--- src/rtl/mux_dff_pipe.sv ---
// mux_dff_pipe: WIDTH-bit, DEPTH-stage elastic register pipeline.
// Each stage is a mux-hold register: it either loads its upstream word or
// recirculates its own output. Valid/ready flow control collapses bubbles
// and stalls the whole chain when the consumer holds off.
//
// Ports:
//   clk        rising-edge clock
//   rst_n      async active-low reset (all stages invalid, data=RESET_VAL)
//   in_valid   producer has a word on in_data
//   in_ready   pipeline accepts in_data this cycle (combinational from out_ready)
//   in_data    input word
//   out_valid  last stage holds a valid word
//   out_ready  consumer takes out_data this cycle
//   out_data   last stage data
//   occupancy  registered count of valid stages
//   flush      sync clear of all valid bits (only with MUX_PIPE_FLUSH_EN)
//
// Optional feature macro: MUX_PIPE_FLUSH_EN adds the flush input.

// One pipeline stage: a D register whose next value comes from a 2:1 mux
// (upstream word vs. own output).
module mux_dff_stage #(
    parameter int              WIDTH     = 8,
    parameter logic [WIDTH-1:0] RESET_VAL = '0
) (
    input  logic             clk,
    input  logic             rst_n,
    input  logic             load,
    input  logic             clr,
    input  logic             up_vld,
    input  logic [WIDTH-1:0] up_data,
    output logic             vld,
    output logic [WIDTH-1:0] data
);
    logic [WIDTH-1:0] data_nxt;
    logic             vld_nxt;

    // Hold mux: without load the register sees its own output.
    assign data_nxt = (load && !clr) ? up_data : data;
    assign vld_nxt  = clr ? 1'b0 : (load ? up_vld : vld);

    always_ff @(posedge clk or negedge rst_n) begin
        if (!rst_n) begin
            vld  <= 1'b0;
            data <= RESET_VAL;
        end else begin
            vld  <= vld_nxt;
            data <= data_nxt;
        end
    end
endmodule

module mux_dff_pipe #(
    parameter int               WIDTH     = 8,
    parameter int               DEPTH     = 4,
    parameter logic [WIDTH-1:0] RESET_VAL = '0,
    localparam int              OCC_W     = $clog2(DEPTH + 1)
) (
    input  logic             clk,
    input  logic             rst_n,
    input  logic             in_valid,
    output logic             in_ready,
    input  logic [WIDTH-1:0] in_data,
    output logic             out_valid,
    input  logic             out_ready,
    output logic [WIDTH-1:0] out_data,
`ifdef MUX_PIPE_FLUSH_EN
    input  logic             flush,
`endif
    output logic [OCC_W-1:0] occupancy
);
    logic [DEPTH-1:0]            vld_pipe;
    logic [DEPTH-1:0][WIDTH-1:0] data_pipe;
    logic [DEPTH-1:0]            adv;
    logic [DEPTH-1:0]            load;
    logic                        flush_act;
    logic                        push;
    logic                        pop;

`ifdef MUX_PIPE_FLUSH_EN
    assign flush_act = flush;
`else
    assign flush_act = 1'b0;
`endif

    // Advance ripples back from the consumer: a stage may move on if the
    // next stage is empty or itself moving on.
    assign adv[DEPTH-1] = out_ready;
    genvar i;
    generate
        for (i = 0; i < DEPTH - 1; i++) begin : g_adv
            assign adv[i] = !vld_pipe[i+1] || adv[i+1];
        end

        for (i = 0; i < DEPTH; i++) begin : g_stage
            // An empty stage always loads, which is what closes bubbles.
            assign load[i] = !vld_pipe[i] || adv[i];
            if (i == 0) begin : g_head
                mux_dff_stage #(.WIDTH(WIDTH), .RESET_VAL(RESET_VAL)) u_stage (
                    .clk     (clk),
                    .rst_n   (rst_n),
                    .load    (load[i]),
                    .clr     (flush_act),
                    .up_vld  (in_valid),
                    .up_data (in_data),
                    .vld     (vld_pipe[i]),
                    .data    (data_pipe[i])
                );
            end else begin : g_body
                mux_dff_stage #(.WIDTH(WIDTH), .RESET_VAL(RESET_VAL)) u_stage (
                    .clk     (clk),
                    .rst_n   (rst_n),
                    .load    (load[i]),
                    .clr     (flush_act),
                    .up_vld  (vld_pipe[i-1]),
                    .up_data (data_pipe[i-1]),
                    .vld     (vld_pipe[i]),
                    .data    (data_pipe[i])
                );
            end
        end
    endgenerate

    assign in_ready  = load[0] && !flush_act;
    assign out_valid = vld_pipe[DEPTH-1];
    assign out_data  = data_pipe[DEPTH-1];

    assign push = in_valid && in_ready;
    assign pop  = out_valid && out_ready;

    // Registered count; equals the number of set valid bits at all times.
    always_ff @(posedge clk or negedge rst_n) begin
        if (!rst_n) begin
            occupancy <= '0;
        end else if (flush_act) begin
            occupancy <= '0;
        end else if (push && !pop) begin
            occupancy <= occupancy + OCC_W'(1);
        end else if (pop && !push) begin
            occupancy <= occupancy - OCC_W'(1);
        end
    end
endmodule

--- config.mk ---
export PLATFORM = sky130hd
export DESIGN_NAME = mux_dff_pipe
export DESIGN_NICKNAME = d
export VERILOG_FILES = /design/src/rtl/mux_dff_pipe.sv
export SDC_FILE = /design/constraint.sdc
export NUM_CORES = 1
export LEC_CHECK = 0
export BUFFER_PORTS_ARGS = -buffer_cell sky130_fd_sc_hd__buf_2
export CORE_MARGIN = 3
export CORE_UTILIZATION = 36
export DETAILED_ROUTE_END_ITERATION = 12
export SLEW_MARGIN = 30
export SYNTH_ARGS = -nofsm -noshare
export SYNTH_HDL_FRONTEND = slang
export SYNTH_HIERARCHICAL = 1
export SYNTH_SLANG_ARGS = --single-unit
--- constraint.sdc ---
create_clock -name clk -period 3.3 [get_ports clk]
set_clock_uncertainty 0.15 [all_clocks]
set_input_delay 0.33 -clock clk [delete_from_list [all_inputs] [get_ports clk]]
set_output_delay 0.33 -clock clk [all_outputs]
set_load 0.005 [all_outputs]
==> results of run 1 <==
[worst min path at each step]
stage                      start                                 to  slack, ns  cells past startpoint
finish                     rst_n      g_stage[0].g_head.u_stage/vld     -0.009                      1
global route               rst_n      g_stage[3].g_body.u_stage/vld       0.06                      1
CTS                        rst_n      g_stage[0].g_head.u_stage/vld       0.02                      1
detailed placement  occupancy[2]                       occupancy[2]       0.31                      1
global placement    occupancy[2]                       occupancy[2]       0.30                      1
floorplan                  rst_n  g_stage[0].g_head.u_stage/data[0]      -0.12                      0
[registers in the layout, summed over array words and instances, names as in the netlist]
register                     count
g_stage.g_body.u_stage/data     24
g_stage.g_head.u_stage/data      8
g_stage.g_body.u_stage/vld       3
occupancy                        3
g_stage.g_head.u_stage/vld       1
[cells in the mapped netlist (2+ instances only)]
library cell	instances	share of area, %
xor2_1	2	1.0
buf_6	4	2.6
dfrtp_1	39	56
nor2_1	5	1.1
nand2_1	2	0.43
nor2b_4	4	3.2
mux2_4	32	28
mux2i_1	4	2.3
inv_1	2	0.43
[per-layer routing]
layer,vias to the layer above,share of wire (%)
met5,-,0
met4,0,1.8
met3,5,3.0
met2,16,49
met1,401,46
li1,410,-
[cell families (layout without fill, tap and decap cells)]
| family | after synthesis | after routing | share of synthesized area [%] |
|---|---|---|---|
| adder cells (fa/ha/maj) | 2 | 2 | 1.87 |
| flip-flops | 39 | 39 | 56.2 |
| multiplexers | 37 | 37 | 30.6 |
| buffers and inverters | 6 | 34 | 3.03 |
| AND/OR/NAND/NOR | 15 | 15 | 6.56 |
| other | 1 | 8 | 0.216 |
| XOR/XNOR | 3 | 3 | 1.51 |
[power by group through the flow]
stage	Sequential [W]	Clock, W	Combinational, W
after global placement	0.000634	0	0.000230
final	0.000628	0.000302	0.000235
after detailed placement	0.000641	0	0.000240
after floorplan	0.000629	0	0.000166
after global routing	0.000643	0.000338	0.000259
after CTS	0.000631	0.000316	0.000241
[final cells by class]
class	count	area (um2)	share of cell area, %
Tap cell	52	65.1	3.27
Inverter	2	7.51	0.378
Timing Repair Buffer	24	120	6.04
Clock inverter	2	12.5	0.629
Sequential cell	39	976	49.1
Multi-Input combinational cell	65	734	36.9
Clock buffer	6	72.6	3.65
[through the flow]
stage	worst slack [ns]	area (um2)
after CTS	1.12	1990
after global routing	0.974	1990
after detailed placement	1.06	1900
after global placement	1.13	1900
final	1.14	1990
after floorplan	1.23	1760
==> impl_metrics.tcl, run 1 <==
set metrics [dict create \
    status "complete, but fails checks" \
    violations "negative hold slack" \
    critPathSlowestCell "fa_1" \
    dp_cells 182 \
    crit_chain "and3b_2 -> nand3_2 -> and2_1 -> ha_1 -> inv_1 -> fa_1 -> mux2_2" \
    cts.path.max_buffers 2 \
    tightest_slew_ns 0.828 \
    ioPinCount 25 \
    grt_first_pass_wirelength_um 4130 \
    die-area_um2 5690 \
    clkLatencyLatePin_ns 0.28 \
    pwr-share-comb_pct 20.2 \
    numCtsBuffers 5 \
    utilization_pct 44.1 \
    tns_ns 0 \
    drc_errors 0 \
    path_clk_slew_ns 0.07 \
    synth_cell_types 18 \
    synthArstFlopShare_pct 100 \
    rsz0062_at_grt "false" \
    num_vias 832 \
    max_stage_delay_ns 0.40 \
    synth-seq-cells 39 \
    final_common_cell "dfrtp_1" \
    slew_headroom_pct 44.8 \
    worstHoldPathType "primary input to async pin" \
    met1_usage_pct 13.0 \
    timing.fmax_mhz 463 \
    via_per_inst 4.38 \
    synth-edff-count 0 \
    intPower_w 0.000874 \
    numClockSinks 39 \
    layout_common_cells "39 x dfrtp_1, 32 x mux2_4, 24 x buf_2" \
    cp.required_ns 3.32 \
    coreArea_um2 4500 \
    total_power_w 0.00117 \
    finalCriticalPeriod_ns 2.16 \
    maxCapViolCount 0 \
    final_nets 151 \
    start_util_pct 38.6 \
    fp-row-count 24 \
    worstSetupEndpoint "occupancy[1]" \
    crit_arrival_ns 2.18 \
    switching_share_pct 25.1 \
    synth_flop_cell "dfrtp_1" \
    firstDrtPassIters 4 \
    die-width_um 75.5 \
    r2r-end "occupancy[1]" \
    synth_cells 103 \
    grt_busiest_layer "met2" \
    cts_setup_buffers 0 \
    antenna_left 0 \
    p_leak_nw 1.03 \
    antenna_found_initial 0 \
    cp-startpoint "g_stage[3].g_body.u_stage/vld" \
    syn_area_um2 1740 \
    clockRootBuffer "clkbuf_8" \
    fillCellCount 405 \
    reg2regPathDepth 7 \
    grt_start_max_net_pins 40 \
    gr-usage-met3_pct 1.98 \
    wl_um 2440 \
    power_density_nw_per_um2 586 \
    grt_util_all_layers_pct 9.87 \
    path_depth 7 \
    pwr-share-seq_pct 53.9 \
    crit_buf_inv 1 \
    path_max_fanout 5 \
    hold_violations 11 \
    irDropWorstVdd_mv 0.212 \
    hpwl_um 1910 \
    grt_pass1_vias 875 \
    wl_per_cell_um 12.8 \
    final_cell_count_no_fill 190 \
    drive_above_1_share_pct 50.7 \
    rr_startpoint "g_stage[3].g_body.u_stage/vld" \
    cts_tree "built" \
    slew_viol_final 0 \
    cts_hold_buf 0 \
    cp_top_family "adder cells" \
    globalRouteMet2Util_pct 15.3 \
    rrSetupSlack_ns 1.14 \
    clockPowerShare_pct 25.9 \
    fin_crit_sh_pct 65.4 \
    gp_congestion 0.767 \
    htreeDepth 2 \
    dieHeight_um 75.5 \
    area_delta_synth_final_pct 14.5 \
    crit_type "register to register" \
    switchingPower_w 0.000292 \
    setup_violations 0 \
    synth.avg_cell_area_um2 16.9 \
    grt-ovfl-total 0 \
    cp-end-kind "register" \
    hold_slack_ns -0.00949 \
    ys_warn_count 6 \
    cts_resized 0 \
    antennaDiodeCount 0 \
    drtIter0Drc 34 \
    crit_path_start_kind "register" \
    port_buffers 24 \
    ys_seq_area_share_pct 56.2 \
]
Power figures use the tool's default switching activity.
==> run 2: changes to the inputs <==
==> constraint.sdc (replaced) <==
create_clock -name clk -period 2.1 [get_ports clk]
set_clock_uncertainty 0.15 [all_clocks]
set_input_delay 0.21 -clock clk [delete_from_list [all_inputs] [get_ports clk]]
set_output_delay 0.21 -clock clk [all_outputs]
set_load 0.005 [all_outputs]
==> run 2 against run 1 <==
Compared with the run above: the run now ends clean; combinational power rose by 66%; via count rose by 4.4%; register-to-register slack got worse by 1.0 ns; highest routed layer unchanged.
==> impl_metrics.tcl, run 2 (synthesis gave the netlist of run 1 again) <==
set metrics [dict create \
    grt_first_pass_wirelength_um 4170 \
    path_max_fanout 2 \
    worstHoldPathType "primary input to register" \
    largest_register_ffs 24 \
    crit_path_start_kind "register" \
    numClockSinks 39 \
    tightest_slew_ns 0.820 \
    numCtsBuffers 5 \
    dp_slack_ns 0.0111 \
    drtIter0Drc 51 \
    fin_ws_ns 0.126 \
    path_clk_slew_ns 0.07 \
    power_density_nw_per_um2 967 \
    layout_common_cells "39 x dfrtp_1, 32 x mux2_4, 24 x buf_2" \
    reg2regPathDepth 9 \
    die-width_um 75.5 \
    holdPathStages 2 \
    hold_slack_ns 0.00952 \
    final_common_cell "dfrtp_1" \
    fp-row-count 24 \
    timing.fmax_mhz 507 \
    cts.path.max_buffers 2 \
    rsz0062_at_grt "false" \
    p_leak_nw 1.11 \
    firstDrtPassIters 3 \
    cp-end-kind "register" \
    cp-startpoint "g_stage[3].g_body.u_stage/vld" \
    via_per_inst 4.30 \
    min-delay-start "in_data[3]" \
    antennaDiodeCount 0 \
    maxCapViolCount 0 \
    port_buffers 24 \
    ioPinCount 25 \
    wl_per_cell_um 12.0 \
    slew_viol_final 0 \
    dieHeight_um 75.5 \
    htreeDepth 2 \
    num_vias 869 \
    rr_startpoint "g_stage[3].g_body.u_stage/vld" \
    finalCriticalPeriod_ns 1.97 \
    status "finished, final reports clean" \
    irDropWorstVdd_mv 0.500 \
    dp_cells 184 \
    area_delta_synth_final_pct 24.6 \
    design_area_um2 2160 \
    drive_above_1_share_pct 51.3 \
    start_util_pct 38.6 \
    top_register "g_stage.g_body.u_stage/data" \
    antenna_left 0 \
    drc_errors 0 \
    final_cell_count_no_fill 202 \
    final_nets 163 \
    crit_arrival_ns 2.03 \
    grt_util_all_layers_pct 10.1 \
    hpwl_um 1850 \
    wl_um 2430 \
    crit_type "register to register" \
    reg_top3 "g_stage.g_body.u_stage/data x24, g_stage.g_head.u_stage/data x8" \
    slew_headroom_pct 45.3 \
    clockRootBuffer "clkbuf_8" \
    cts_tree "built" \
    hold_violations 0 \
    grt_start_max_net_pins 40 \
    place_area_um2 1920 \
    die-area_um2 5690 \
    grt-ovfl-total 0 \
    grt_pass1_vias 869 \
    setup_violations 0 \
    coreArea_um2 4500 \
    cp.required_ns 2.15 \
    clkLatencyLatePin_ns 0.28 \
    fin_crit_sh_pct 94.0 \
    gp_congestion 0.705 \
    tns_ns 0 \
    antenna_found_initial 0 \
]
[run 2: cell count changes in the layout (fill, tap and decap cells not counted), sizes merged]
cell,delta
buf,+4
bufinv,+2
dlygate4sd3,+8
clkinv,-1
clkinvlp,-1
[run 2: what timing repair did]
action                                  CTS  global route
buffers inserted                          1             1
hold endpoints to repair                 42             4
pin swaps                                 1             4
endpoints found under the setup margin    1             2
resized for setup                         2             2
hold buffers                              4             4
[run 2: final cells by class]
class,instances,area [um2]
clock inverters,2,60.1
multi-input cells,65,752
fillers,396,2340
flip-flops and latches,39,976
well taps,52,65.1
inverters,2,7.51
clock buffers,6,72.6
repair buffers,36,230
[run 2: worst paths after layout]
check                                               endpoint  slack, ns
max                                             occupancy[2]       0.13
max reg2reg                                     occupancy[2]       0.13
max in group asynchronous  g_stage[0].g_head.u_stage/data[2]       0.86
min reg2reg                                     occupancy[2]       0.31
min                        g_stage[0].g_head.u_stage/data[3]       0.01
min in group asynchronous      g_stage[0].g_head.u_stage/vld       0.42
[run 2: critical path, stage by stage, from the launching register on]
cell,delay [ns]
dfrtp_1,0.38
and3b_2,0.22
nand3_2,0.08
and2_4,0.15
ha_4,0.13
inv_1,0.05
fa_2,0.33
xor2_1,0.14
nor2_1,0.12
xor2_1,0.15
[run 2: per-layer routing]
layer | wire length [um] | track usage, %
met1 | 1110 | 12.6
met2 | 1160 | 15.1
met3 | 114 | 3.17
met4 | 47 | 6.41
met5 | 0 | 0
[run 2: power breakdown]
group          switching, W  leakage [nW]  internal [W]  total, W
sequential        0.0000953         0.465      0.000893  0.000988
combinational      0.000125         0.584      0.000265  0.000390
clock              0.000239        0.0654      0.000475  0.000713
total              0.000459          1.11       0.00163   0.00209
[run 2: stage by stage]
stage / util, % / total power [W]
3_3_place_gp: 42.6 / 0.00136
4_1_cts: 46.7 / 0.00212
3_5_place_dp: 42.6 / 0.00139
5_1_grt: 48.0 / 0.00221
6_report: 48.0 / 0.00209
2_1_floorplan: - / 0.00125
==> run 3: changes to the inputs <==
--- a/config.mk
+++ b/config.mk
@@ -5,6 +5,7 @@
 export SDC_FILE = /design/constraint.sdc
 export NUM_CORES = 1
 export LEC_CHECK = 0
+export ABC_AREA = 1
 export BUFFER_PORTS_ARGS = -buffer_cell sky130_fd_sc_hd__buf_2
 export CORE_MARGIN = 3
 export CORE_UTILIZATION = 36
==> run 3 against run 2 <==
Compared with the run above: clock power decreased by 31%; final area down 7.1%; via count rose by 42%; first-iteration DRC count increased by 78%.
==> impl_metrics.tcl, run 3 <==
set metrics [dict create \
    grt_start_max_net_pins 40 \
    drive_above_1_share_pct 17.9 \
    top_register "g_stage.g_body.u_stage/data" \
    slew_headroom_pct 44.1 \
    critPathSlowestCell "dfrtp_1" \
    synthArstFlopShare_pct 100 \
    path_clk_slew_ns 0.08 \
    crit_type "register to register" \
    via_per_inst 4.29 \
    max_stage_delay_ns 0.42 \
    drc_errors 0 \
    timing.fmax_mhz 535 \
    clkLatencyLatePin_ns 0.29 \
    largest_register_ffs 24 \
    antenna_found_initial 0 \
    cts_resized 0 \
    worstHoldPathType "primary input to register" \
    synth-seq-cells 39 \
    synth_cells 192 \
    cts_tree "built" \
    crit_path_start_kind "register" \
    numCtsBuffers 5 \
    numClockSinks 39 \
    design_area_um2 2010 \
    ioPinCount 25 \
    fin_crit_sh_pct 88.9 \
    crit_buf_inv 1 \
    firstDrtPassIters 4 \
    die-area_um2 5520 \
    antennaDiodeCount 0 \
    slew_viol_final 0 \
    synthTopCellsByArea "dfrtp_1 58%, nand2_1 18%, nand3_1 11%" \
    die-width_um 74.3 \
    tns_ns 0 \
    reg_top3 "g_stage.g_body.u_stage/data x24, g_stage.g_head.u_stage/data x8" \
    fp-row-count 24 \
    crit_chain "nand4_2 -> nor2_2 -> nor2_1 -> ha_1 -> inv_1 -> fa_1 -> nand2_1 -> nand3_1 -> nand2_1 -> nand2_1" \
    fillCellCount 459 \
    synth_top_area_share_pct 58.1 \
    clockRootBuffer "clkbuf_8" \
    syn_area_um2 1680 \
    path_max_fanout 5 \
    area_delta_synth_final_pct 19.6 \
    grt_util_all_layers_pct 11.9 \
    gp_congestion 0.709 \
    place_area_um2 1850 \
    wl_per_cell_um 10.0 \
    hold_violations 0 \
    crit_arrival_ns 1.89 \
    status "finished, final reports clean" \
    dieHeight_um 74.3 \
    cpMostUsedCell "nand2_1" \
    dp_cells 272 \
    grt_first_pass_wirelength_um 5120 \
    maxCapViolCount 0 \
    final_common_cell "nand2_1" \
    p_leak_nw 1.11 \
    cts_setup_buffers 0 \
    synth_common_cells "81 x nand2_1, 39 x dfrtp_1, 37 x nand3_1, 10 x inv_1, 6 x nor2_1" \
    cts.path.max_buffers 2 \
    setup_violations 0 \
    num_vias 1230 \
    irDropWorstVdd_mv 0.299 \
    cp-end-kind "register" \
    cp.required_ns 2.13 \
    finalCriticalPeriod_ns 1.87 \
    start_util_pct 37.8 \
    synth.avg_cell_area_um2 8.75 \
    drtIter0Drc 91 \
    grt-ovfl-total 0 \
    final_nets 248 \
    htreeDepth 2 \
    yosysTopAreaCell "dfrtp_1" \
    port_buffers 24 \
    synth-edff-count 0 \
    ys_warn_count 6 \
    power_density_nw_per_um2 839 \
    rsz0062_at_grt "false" \
    synth_flop_cell "dfrtp_1" \
    final_cell_count_no_fill 287 \
    coreArea_um2 4440 \
    hpwl_um 2040 \
    grt_pass1_vias 1169 \
    tightest_slew_ns 0.839 \
    layout_common_cells "81 x nand2_1, 39 x dfrtp_1, 37 x nand3_1" \
    antenna_left 0 \
    synth_cell_types 15 \
    cp_top_family "simple AND/OR/NAND/NOR gates" \
    wl_um 2880 \
    ys_seq_area_share_pct 58.1 \
    synth_most_common_cell "nand2_1" \
]
-- run 3: worst register-to-register path, stage by stage, from the launching register on --
cell and delay (ns):
dfrtp_1 0.42, nand4_2 0.13, nor2_2 0.05, nor2_1 0.09, ha_1 0.17, inv_1 0.07, fa_1 0.39, nand2_1 0.11
nand3_1 0.09, nand2_1 0.06, nand2_1 0.04
-- run 3: stage by stage --
step	hold slack, ns	util, %	setup WS [ns]	total power [W]
finish	0.0186	45.2	0.232	0.00169
global route	0.0191	45.2	0.125	0.00179
CTS	0.00936	45.2	0.235	0.00171
detailed placement	0.225	41.7	0.247	0.00120
global placement	0.225	41.7	0.323	0.00119
floorplan	-0.236	-	0.323	0.00109
-- run 3: final timing paths --
kind	from	end	slack, ns	depth (start not counted)
hold reg to reg	g_stage[3].g_body.u_stage/data[7]	g_stage[3].g_body.u_stage/data[7]	0.32	2
min in group asynchronous	rst_n	g_stage[3].g_body.u_stage/data[4]	0.41	2
max in group asynchronous	rst_n	occupancy[0]	0.85	2
hold / removal	in_data[7]	g_stage[0].g_head.u_stage/data[7]	0.02	3
setup reg to reg	g_stage[3].g_body.u_stage/vld	occupancy[2]	0.23	10
setup / recovery	g_stage[3].g_body.u_stage/vld	occupancy[2]	0.23	10
-- run 3: cell families after synthesis --
family	Yosys count	synth area share (%)
adders and majority gates	2	1.94
xor gates and xnor gates	1	0.521
DFF	39	58.1
buffers and inverters	18	5.81
and+or+nand+nor	131	33.4
other	1	0.223
-- run 3: routing by layer --
metal / track usage [%] / share of wire (%)
met5: 0 / 0
met4: 4.74 / 1.5
met3: 3.24 / 4.5
met2: 20.1 / 43
met1: 14.6 / 51
-- run 3: cell type report --
class | instances | area [um2] | share of cell area (%)
multi-input combinational | 142 | 633 | 31.5
clock buffer | 6 | 72.6 | 3.61
tap | 52 | 65.1 | 3.24
sequential | 39 | 976 | 48.6
clock inverter | 2 | 12.5 | 0.623
timing repair buffer | 32 | 198 | 9.84
inverter | 14 | 52.6 | 2.62
-- run 3: timing repair --
item                                    4_1_cts  5_1_grt
hold buffers                                  7        0
endpoints found under the setup margin        0        0
hold endpoints to repair                     45        0
-- run 3: where the power goes --
part | switching, W | internal (W) | leakage, nW
Sequential | 0.0000726 | 0.000854 | 0.493
Clock | 0.000257 | 0.000232 | 0.0412
Combinational | 0.000143 | 0.000127 | 0.581
Total | 0.000473 | 0.00121 | 1.11
